<file path="config.mk">
export PLATFORM = sky130hd
export DESIGN_NAME = ula_seq
export DESIGN_NICKNAME = d
export VERILOG_FILES = /design/src/rtl/ula_seq.sv
export SDC_FILE = /design/constraint.sdc
export NUM_CORES = 1
export LEC_CHECK = 0
export ABC_AREA = 1
export CAP_MARGIN = 25
export CELL_PAD_IN_SITES_DETAIL_PLACEMENT = 1
export CELL_PAD_IN_SITES_GLOBAL_PLACEMENT = 1
export CORE_MARGIN = 2
export CORE_UTILIZATION = 32
export CTS_BUF_LIST = sky130_fd_sc_hd__clkbuf_2
export DETAILED_ROUTE_END_ITERATION = 8
export PLACE_DENSITY_LB_ADDON = 0.1
export REMOVE_ABC_BUFFERS = 1
export SLEW_MARGIN = 40
export SYNTH_ARGS = -nofsm -noshare
export SYNTH_HDL_FRONTEND = slang
export SYNTH_SLANG_ARGS = --single-unit
export TNS_END_PERCENT = 20
</file>
<file path="constraint.sdc">
create_clock -name clk -period 2.6 [get_ports clk]
set_clock_uncertainty 0.1 [all_clocks]
set_input_delay 0.78 -clock clk [delete_from_list [all_inputs] [get_ports clk]]
set_output_delay 0.78 -clock clk [all_outputs]
set_load 0.05 [all_outputs]
</file>
<file path="src/rtl/ula_seq.sv">
// ula_seq: registered WIDTH-bit ALU with valid/ready handshake, 1-bit/cycle shifter and Z/C/S/O flags.
// Define ULA_SAT_EN to clamp ADD/ADDI/SUB/SUBD/INC/DEC results on signed overflow instead of wrapping.
module ula_seq #(
    parameter int WIDTH = 8,
    parameter int SHW   = $clog2(WIDTH) + 1
) (
    input  logic             clk,
    input  logic             rst_n,
    input  logic             in_valid,
    output logic             in_ready,
    input  logic [4:0]       op,
    input  logic [WIDTH-1:0] a,
    input  logic [WIDTH-1:0] b,
    output logic             out_valid,
    input  logic             out_ready,
    output logic [WIDTH-1:0] result,
    output logic             flag_z,
    output logic             flag_c,
    output logic             flag_s,
    output logic             flag_o,
    output logic             out_err
);

    localparam logic [1:0] S_IDLE  = 2'd0;
    localparam logic [1:0] S_CALC  = 2'd1;
    localparam logic [1:0] S_SHIFT = 2'd2;
    localparam logic [1:0] S_DONE  = 2'd3;

    localparam logic [4:0] OP_ADD  = 5'b00000;
    localparam logic [4:0] OP_ADDI = 5'b00001;
    localparam logic [4:0] OP_INC  = 5'b00011;
    localparam logic [4:0] OP_SUBD = 5'b00100;
    localparam logic [4:0] OP_SUB  = 5'b00101;
    localparam logic [4:0] OP_DEC  = 5'b00110;
    localparam logic [4:0] OP_LSL  = 5'b01000;
    localparam logic [4:0] OP_LSR  = 5'b01001;
    localparam logic [4:0] OP_ASR  = 5'b01010;
    localparam logic [4:0] OP_AND  = 5'b10000;
    localparam logic [4:0] OP_OR   = 5'b10001;
    localparam logic [4:0] OP_XOR  = 5'b10010;
    localparam logic [4:0] OP_NOT  = 5'b10011;

    localparam logic [SHW-1:0] SH_MAX = SHW'(WIDTH);
    localparam logic [SHW-1:0] SH_ONE = SHW'(1);

    logic [1:0]       state_q, state_d;
    logic [4:0]       op_q, op_d;
    logic [WIDTH-1:0] a_q, a_d;
    logic [WIDTH-1:0] b_q, b_d;
    logic [WIDTH-1:0] result_q, result_d;
    logic             z_q, z_d, c_q, c_d, s_q, s_d, o_q, o_d;
    logic             err_q, err_d;
    logic [SHW-1:0]   cnt_q, cnt_d;

    logic             isArith, isLogic, isShift;
    logic [WIDTH-1:0] addX, addY;
    logic             addCin;
    logic [WIDTH:0]   addFull;
    logic [WIDTH-1:0] addSum, arithRes, logicRes, shNext;
    logic             addCout, addOvf, shOut;
    logic [SHW-1:0]   shAmt;

    // Every arithmetic op is folded onto one adder: subtraction is a + ~b + cin.
    always_comb begin
        isArith = 1'b1;
        addX    = a_q;
        addY    = b_q;
        addCin  = 1'b0;
        case (op_q)
            OP_ADD:  ;
            OP_ADDI: addCin = 1'b1;
            OP_INC:  begin addY = '0; addCin = 1'b1; end
            OP_SUBD: addY = ~b_q;
            OP_SUB:  begin addY = ~b_q; addCin = 1'b1; end
            OP_DEC:  addY = '1;
            default: isArith = 1'b0;
        endcase
    end

    assign addFull = {1'b0, addX} + {1'b0, addY} + {{WIDTH{1'b0}}, addCin};
    assign addSum  = addFull[WIDTH-1:0];
    assign addCout = addFull[WIDTH];
    assign addOvf  = (addX[WIDTH-1] == addY[WIDTH-1]) && (addSum[WIDTH-1] != addX[WIDTH-1]);

`ifdef ULA_SAT_EN
    assign arithRes = addOvf ? {addX[WIDTH-1], {(WIDTH-1){~addX[WIDTH-1]}}} : addSum;
`else
    assign arithRes = addSum;
`endif

    always_comb begin
        isLogic  = 1'b1;
        logicRes = '0;
        case (op_q)
            OP_AND:  logicRes = a_q & b_q;
            OP_OR:   logicRes = a_q | b_q;
            OP_XOR:  logicRes = a_q ^ b_q;
            OP_NOT:  logicRes = ~a_q;
            default: isLogic = 1'b0;
        endcase
    end

    // The shifter works in place on result_q; counts beyond WIDTH saturate at WIDTH steps.
    assign isShift = (op_q == OP_LSL) || (op_q == OP_LSR) || (op_q == OP_ASR);
    assign shAmt   = (b_q[SHW-1:0] > SH_MAX) ? SH_MAX : b_q[SHW-1:0];

    always_comb begin
        shNext = result_q;
        shOut  = 1'b0;
        case (op_q)
            OP_LSL:  begin shNext = {result_q[WIDTH-2:0], 1'b0};          shOut = result_q[WIDTH-1]; end
            OP_LSR:  begin shNext = {1'b0, result_q[WIDTH-1:1]};          shOut = result_q[0]; end
            OP_ASR:  begin shNext = {result_q[WIDTH-1], result_q[WIDTH-1:1]}; shOut = result_q[0]; end
            default: ;
        endcase
    end

    always_comb begin
        state_d  = state_q;
        op_d     = op_q;
        a_d      = a_q;
        b_d      = b_q;
        result_d = result_q;
        z_d      = z_q;
        c_d      = c_q;
        s_d      = s_q;
        o_d      = o_q;
        err_d    = err_q;
        cnt_d    = cnt_q;
        case (state_q)
            S_IDLE: begin
                if (in_valid) begin
                    op_d    = op;
                    a_d     = a;
                    b_d     = b;
                    state_d = S_CALC;
                end
            end
            S_CALC: begin
                err_d   = 1'b0;
                c_d     = 1'b0;
                o_d     = 1'b0;
                state_d = S_DONE;
                if (isArith) begin
                    result_d = arithRes;
                    c_d      = addCout;
                    o_d      = addOvf;
                end else if (isLogic) begin
                    result_d = logicRes;
                end else if (isShift) begin
                    result_d = a_q;
                    cnt_d    = shAmt;
                    if (shAmt != '0) state_d = S_SHIFT;
                end else begin
                    result_d = '0;
                    err_d    = 1'b1;
                end
                z_d = (result_d == '0);
                s_d = result_d[WIDTH-1];
            end
            S_SHIFT: begin
                result_d = shNext;
                c_d      = shOut;
                z_d      = (shNext == '0);
                s_d      = shNext[WIDTH-1];
                cnt_d    = cnt_q - SH_ONE;
                if (cnt_q == SH_ONE) state_d = S_DONE;
            end
            S_DONE: begin
                if (out_ready) state_d = S_IDLE;
            end
            default: state_d = S_IDLE;
        endcase
    end

    always_ff @(posedge clk or negedge rst_n) begin
        if (!rst_n) begin
            state_q  <= S_IDLE;
            op_q     <= '0;
            a_q      <= '0;
            b_q      <= '0;
            result_q <= '0;
            z_q      <= 1'b0;
            c_q      <= 1'b0;
            s_q      <= 1'b0;
            o_q      <= 1'b0;
            err_q    <= 1'b0;
            cnt_q    <= '0;
        end else begin
            state_q  <= state_d;
            op_q     <= op_d;
            a_q      <= a_d;
            b_q      <= b_d;
            result_q <= result_d;
            z_q      <= z_d;
            c_q      <= c_d;
            s_q      <= s_d;
            o_q      <= o_d;
            err_q    <= err_d;
            cnt_q    <= cnt_d;
        end
    end

    assign in_ready  = rst_n && (state_q == S_IDLE);
    assign out_valid = (state_q == S_DONE);
    assign result    = result_q;
    assign flag_z    = z_q;
    assign flag_c    = c_q;
    assign flag_s    = s_q;
    assign flag_o    = o_q;
    assign out_err   = err_q;

endmodule

</file>
==> results.cfg, run 1 <==
[setup_path]
cp.arrival_ps = 2970
crit_family = simple AND/OR/NAND/NOR gates
path_cells = inv_2 > nand2_2 > nor2_4 > inv_2 > nor2_4 > inv_2 > o21ai_2 > o21ai_2 > fa_2 > inv_2 > fa_2 > nand3_2 > nand2_2 > nand2_1 > nand2_1 > nor2_1 > nor2_2 > nand2_1 > nor2_2 > nand3_1 > a21oi_1
worst-setup-path-type = register to register
worst_ep_required_time_ps = 2870
endpoint_kind = register
cpMostUsedCell = inv_2
critPathMaxFanout = 4
r2r_slack_ps = -100
cp.buffers_inverters = 4
worst_path_max_delay_cell = dfrtp_1
start_kind = register
slowest_delay_ps = 430

[routing]
vias_per_cell = 4.897
vias = 3423
antenna_left = 0
post_drt_wl_per_cell_um = 15.10
drt_iter0_drc = 87
drt_first_pass_iters = 4
wl_mm = 10.55
post-route-drc-count = 0

[yosys]
synth_top_family_by_area = simple AND/OR/NAND/NOR gates
syn-cell-area_um2 = 3171
synth_mux_area_frac = 0
synthFlopType = dfrtp_1
yosys_warnings = 0
synth_simple_gate_area_share = 0.2952
synth_cells = 478
async_flop_share = 1.000
synthXorXnorAreaFrac = 0.005525
synth-compound-area-share = 0.1582
synth-seq-cells = 39
synth_adder_area_share = 0.1310
avgSynthCellArea_um2 = 6.633
ys_seq_area_frac = 0.3078
synth_edf_count = 0
ys_types = 31

[clocking]
clk_latency_ps = 410
clock-sinks = 39
cts-root-buf = clkbuf_2
htree_levels = 2
cts_buffers = 5
cts_tree = done
clkTransAtPathRegs_ps = 230
clockBufferDepth = 2

[timing]
tns_ps = -113.8
relSlewSlack = 0.6507
fmax_mhz = 370.6
period_share = 1.038
finalSetupViolations = 2
hold_viol = 0
rsz0062_at_grt = true
setup_ws_ps = -98.35
tightest_slew_ps = 520.4
finalCriticalPeriod_ps = 2698
slew_viol_final = 0

[power_and_ir_drop]
power.density_nw_per_um2 = 1387
power.leakage_uw = 0.002243
vdd_ir_drop_max_uv = 401.6

[global_routing]
grt_pass1_wl_mm = 17.48
grtUsageTotal = 0.2024
antenna_found_initial = 0
grt_max_degree = 43
grt_overflow = 0
grt_pass1_vias = 3526

[final_layout]
fillers = 1265
synthToLayoutAreaGrowth_pct = 36.70
layout_common_cells = nand2_1, inv_1, nor2_1
fin_nets = 622
layout_commonest_cell = nand2_1
finish.utilization = 0.4475
seq_area_um2 = 977.2
antenna_cells = 0
drive_gt1_frac = 0.1943
multiInputGateArea_um2 = 2071

[die]
rows = 36
initial_core_util = 0.3274
ios = 40
die_w_um = 103.5
die-area_um2 = 10720
die_h_um = 103.5
coreArea_um2 = 9684

[job]
maxCapViolCount = 0

[placement]
io_buffers = 39
gp_congestion = 0.8615
place_hpwl_mm = 8.186

[status]
violations = negative setup slack
status = complete, but fails checks

[min_path]
hold_class = primary input to asynchronous set/reset pin
flip-flops by register name, indices dropped and copies added, names as in the netlist:
signal   count
state_q      2
result       8
cnt_q        4
flag_c       1
out_err      1
flag_z       1
b_q          8
flag_o       1
op_q         5
a_q          8
where the power goes:
group / total [uW] / leakage [uW] / internal, uW / switching [uW]
combinational: 4520 / 0.00176 / 1890 / 2620
clock: 286 / 0.0000281 / 64.8 / 221
sequential: 1210 / 0.000454 / 886 / 325
final cells by class:
type                            instances  share of cell area
Clock inverter                          2            0.001732
Timing Repair Buffer                   91              0.1874
Multi-Input combinational cell        356              0.4778
Sequential cell                        39              0.2255
Tap cell                              133             0.03839
Inverter                               72             0.06236
Clock buffer                            6            0.006928
worst reg2reg max path, stage by stage, from the launching register on:
cell     delay (ps)
dfrtp_1         430
inv_2            80
nand2_2          60
nor2_4           90
inv_2            50
nor2_4           80
inv_2            70
o21ai_2         120
o21ai_2          80
fa_2            360
inv_2            80
fa_2            200
nand3_2          70
nand2_2          90
nand2_1          50
nand2_1          70
nor2_1           50
nor2_2          140
nand2_1          80
nor2_2          120
nand3_1          80
a21oi_1         110
final timing paths:
check | start | to | depth (start not counted)
max in group asynchronous | rst_n | op_q[2]$_DFFE_PN0P_ | 2
min in group clk | out_err$_DFFE_PN0P_ | out_err$_DFFE_PN0P_ | 2
worst min-delay path | rst_n | result[5]$_DFFE_PN0P_ | 2
worst max-delay path | op_q[3]$_DFFE_PN0P_ | flag_z$_DFFE_PN0P_ | 21
worst max register to register | op_q[3]$_DFFE_PN0P_ | flag_z$_DFFE_PN0P_ | 21
worst min register to register | out_err$_DFFE_PN0P_ | out_err$_DFFE_PN0P_ | 2
Yosys cell counts, drive strengths merged, types with 2 or more instances:
master	n	area (um^2)
ha	30	375.4
o22ai	3	18.77
xnor2	2	17.52
o21ai	43	215.2
buf	3	23.77
nand3	23	115.1
nor3	6	30.03
inv	72	270.3
o31ai	2	15.01
dfrtp	39	975.9
nand4	11	68.82
fa	2	40.04
clkbuf	8	30.03
nand2	122	468.0
nor2	65	246.5
a21oi	39	195.2
cell families after synthesis:
| family | Yosys count |
|---|---|
| xor+xnor | 2 |
| fa+ha+maj | 32 |
| simple gates | 228 |
| buf+inv | 83 |
| flops | 39 |
| compound gates | 94 |
what timing repair did:
item,4_1_cts,5_1_grt
setup buffers,9,1
gates resized for setup,55,24
setup endpoints to repair,15,16
hold endpoints to repair,0,0
hold buffers,0,0
pin swaps,16,14
per-layer routing:
layer	share of wire	wire, um	global-route usage	vias up
li1	-	-	-	1718
met1	0.45	4732	0.2599	1636
met2	0.50	5226	0.3524	55
met3	0.034	357	0.03147	14
met4	0.022	235	0.05792	0
met5	0	0	0	-
metrics by stage:
step           area, um^2  cells  setup slack (ps)  hold WS [ps]  power, uW
2_1_floorplan        3117    467            -178.5         384.4       3511
3_3_place_gp         4004    681            -251.8         380.3       4961
3_5_place_dp         4004    681            -345.0         412.1       5081
4_1_cts              4252    698            -174.2         377.2       5878
5_1_grt              4334    699            -332.8         363.2       6635
6_report             4334    699            -98.35         351.3       6013
No activity file was read; power rests on OpenSTA's default activity.
==> run 2: changes to the inputs <==
--- a/config.mk
+++ b/config.mk
@@ -13,7 +13,7 @@
 export CORE_UTILIZATION = 32
 export CTS_BUF_LIST = sky130_fd_sc_hd__clkbuf_2
 export DETAILED_ROUTE_END_ITERATION = 8
-export PLACE_DENSITY_LB_ADDON = 0.1
+export PLACE_DENSITY_LB_ADDON = 0.15
 export REMOVE_ABC_BUFFERS = 1
 export SLEW_MARGIN = 40
 export SYNTH_ARGS = -nofsm -noshare
==> results.cfg, run 2 (synthesis results as in run 1) <==
[setup_path]
critPathMaxFanout = 4
cp.buffers_inverters = 5
crit_family = simple AND/OR/NAND/NOR gates
r2r_slack_ps = -290
slowest_delay_ps = 450
worst_ep_required_time_ps = 2890
worst-setup-path-type = register to register
cpMostUsedCell = inv_2
start_kind = register
worst_path_max_delay_cell = dfrtp_1
endpoint_kind = register
cp.arrival_ps = 3180
path_cells = inv_2 > nand2_2 > nor2_4 > inv_2 > nor2_4 > inv_2 > o21ai_2 > o21ai_2 > fa_2 > inv_2 > fa_2 > nand3_2 > nand2_2 > buf_4 > a21oi_2 > nor2_1 > nor2_1 > a21oi_2 > nand3_1 > a21oi_1

[clocking]
clkTransAtPathRegs_ps = 230
clockBufferDepth = 2
cts_buffers = 5
clk_latency_ps = 430
htree_levels = 2
clock-sinks = 39
cts_hold_buf = 0
cts-root-buf = clkbuf_2
cts_tree = done

[final_layout]
finish.utilization = 0.4452
fin_nets = 622
antenna_cells = 0
drive_gt1_frac = 0.1912
synthToLayoutAreaGrowth_pct = 35.99
layout_commonest_cell = nand2_1
layout_common_cells = nand2_1, inv_1, nor2_1

[placement]
gp_congestion = 0.8740
place_hpwl_mm = 8.467
io_buffers = 39

[power_and_ir_drop]
clkPwrFrac = 0.046
sw_frac_of_total = 0.5333
power.density_nw_per_um2 = 1409
power.total_uw = 6076
p_seq_frac = 0.200
power.leakage_uw = 0.002224
vdd_ir_drop_max_uv = 420.9
combPwrFrac = 0.754
p_int_uw = 2836
switchingPower_uw = 3240

[status]
violations = negative setup slack
status = complete, but fails checks

[global_routing]
grt_max_degree = 43
grt_pass1_wl_mm = 17.60
antenna_found_initial = 0
grtUsageTotal = 0.2044
grt_overflow = 0
grt_pass1_vias = 3545

[die]
die_h_um = 103.5
initial_core_util = 0.3274
die-area_um2 = 10720
coreArea_um2 = 9684
ios = 40
rows = 36
die_w_um = 103.5

[timing]
hold_viol = 0
fmax_mhz = 346.4
slew_viol_final = 0
tightest_slew_ps = 548.0
setup_ws_ps = -286.9
rsz0062_at_grt = true
relSlewSlack = 0.6346
finalCriticalPeriod_ps = 2887
period_share = 1.110
finalSetupViolations = 7

[routing]
drt_iter0_drc = 55
wl_mm = 10.92
post-route-drc-count = 0
post_drt_wl_per_cell_um = 15.65
drt_first_pass_iters = 4
antenna_left = 0
vias = 3476
vias_per_cell = 4.980

[job]
maxCapViolCount = 0

[min_path]
hold_class = primary input to asynchronous set/reset pin
## run 2: worst paths after layout
| path | startpoint | endpoint | depth (start not counted) |
|---|---|---|---|
| setup / recovery | op_q[3]$_DFFE_PN0P_ | flag_z$_DFFE_PN0P_ | 20 |
| hold / removal | rst_n | result[5]$_DFFE_PN0P_ | 2 |
| setup reg to reg | op_q[3]$_DFFE_PN0P_ | flag_z$_DFFE_PN0P_ | 20 |
| hold reg to reg | out_err$_DFFE_PN0P_ | out_err$_DFFE_PN0P_ | 2 |
| max in group asynchronous | rst_n | op_q[4]$_DFFE_PN0P_ | 2 |
| min in group clk | out_err$_DFFE_PN0P_ | out_err$_DFFE_PN0P_ | 2 |
## run 2: cell type report
cell class                 count  area [um^2]
tap                          133        166.4
timing repair buffer          91        790.8
clock inverter                 2        8.758
multi-input combinational    356         2073
sequential                    39        977.2
clock buffer                   5        25.02
fill                        1240         5373
inverter                      72        270.3
## run 2: what timing repair did
item / 4_1_cts / 5_1_grt
buffers inserted: 5 / 3
endpoints found under the setup margin: 17 / 15
pin swaps: 14 / 19
gates resized for setup: 38 / 34
## run 2: layer usage
metal,vias to the layer above,track usage,wire length (um)
li1,1709,-,-
met5,-,0,0
met4,0,0.08687,277
met1,1690,0.2564,4876
met3,19,0.02832,351
met2,58,0.3519,5418
## run 2: power groups by stage
stage | Clock, uW | Combinational (uW) | Sequential, uW
2_1_floorplan | 0 | 2110 | 1400
3_3_place_gp | 0 | 3770 | 1190
3_5_place_dp | 0 | 3930 | 1200
4_1_cts | 304 | 4210 | 1200
5_1_grt | 318 | 5090 | 1260
6_report | 282 | 4580 | 1210
## run 2: through the flow
step                      std cells  hold slack (ps)  cell area [um^2]  setup TNS [ps]  worst slack [ps]
after global routing            698            358.7              4312           -3114            -474.4
after detailed placement        683            393.5              4006           -2839            -457.8
after global placement          683            384.1              4006           -1083            -228.3
final                           698            351.2              4312           -1266            -286.9
after CTS                       695            350.7              4168           -1046            -240.0
after floorplan                 467            384.4              3117          -654.6            -178.5
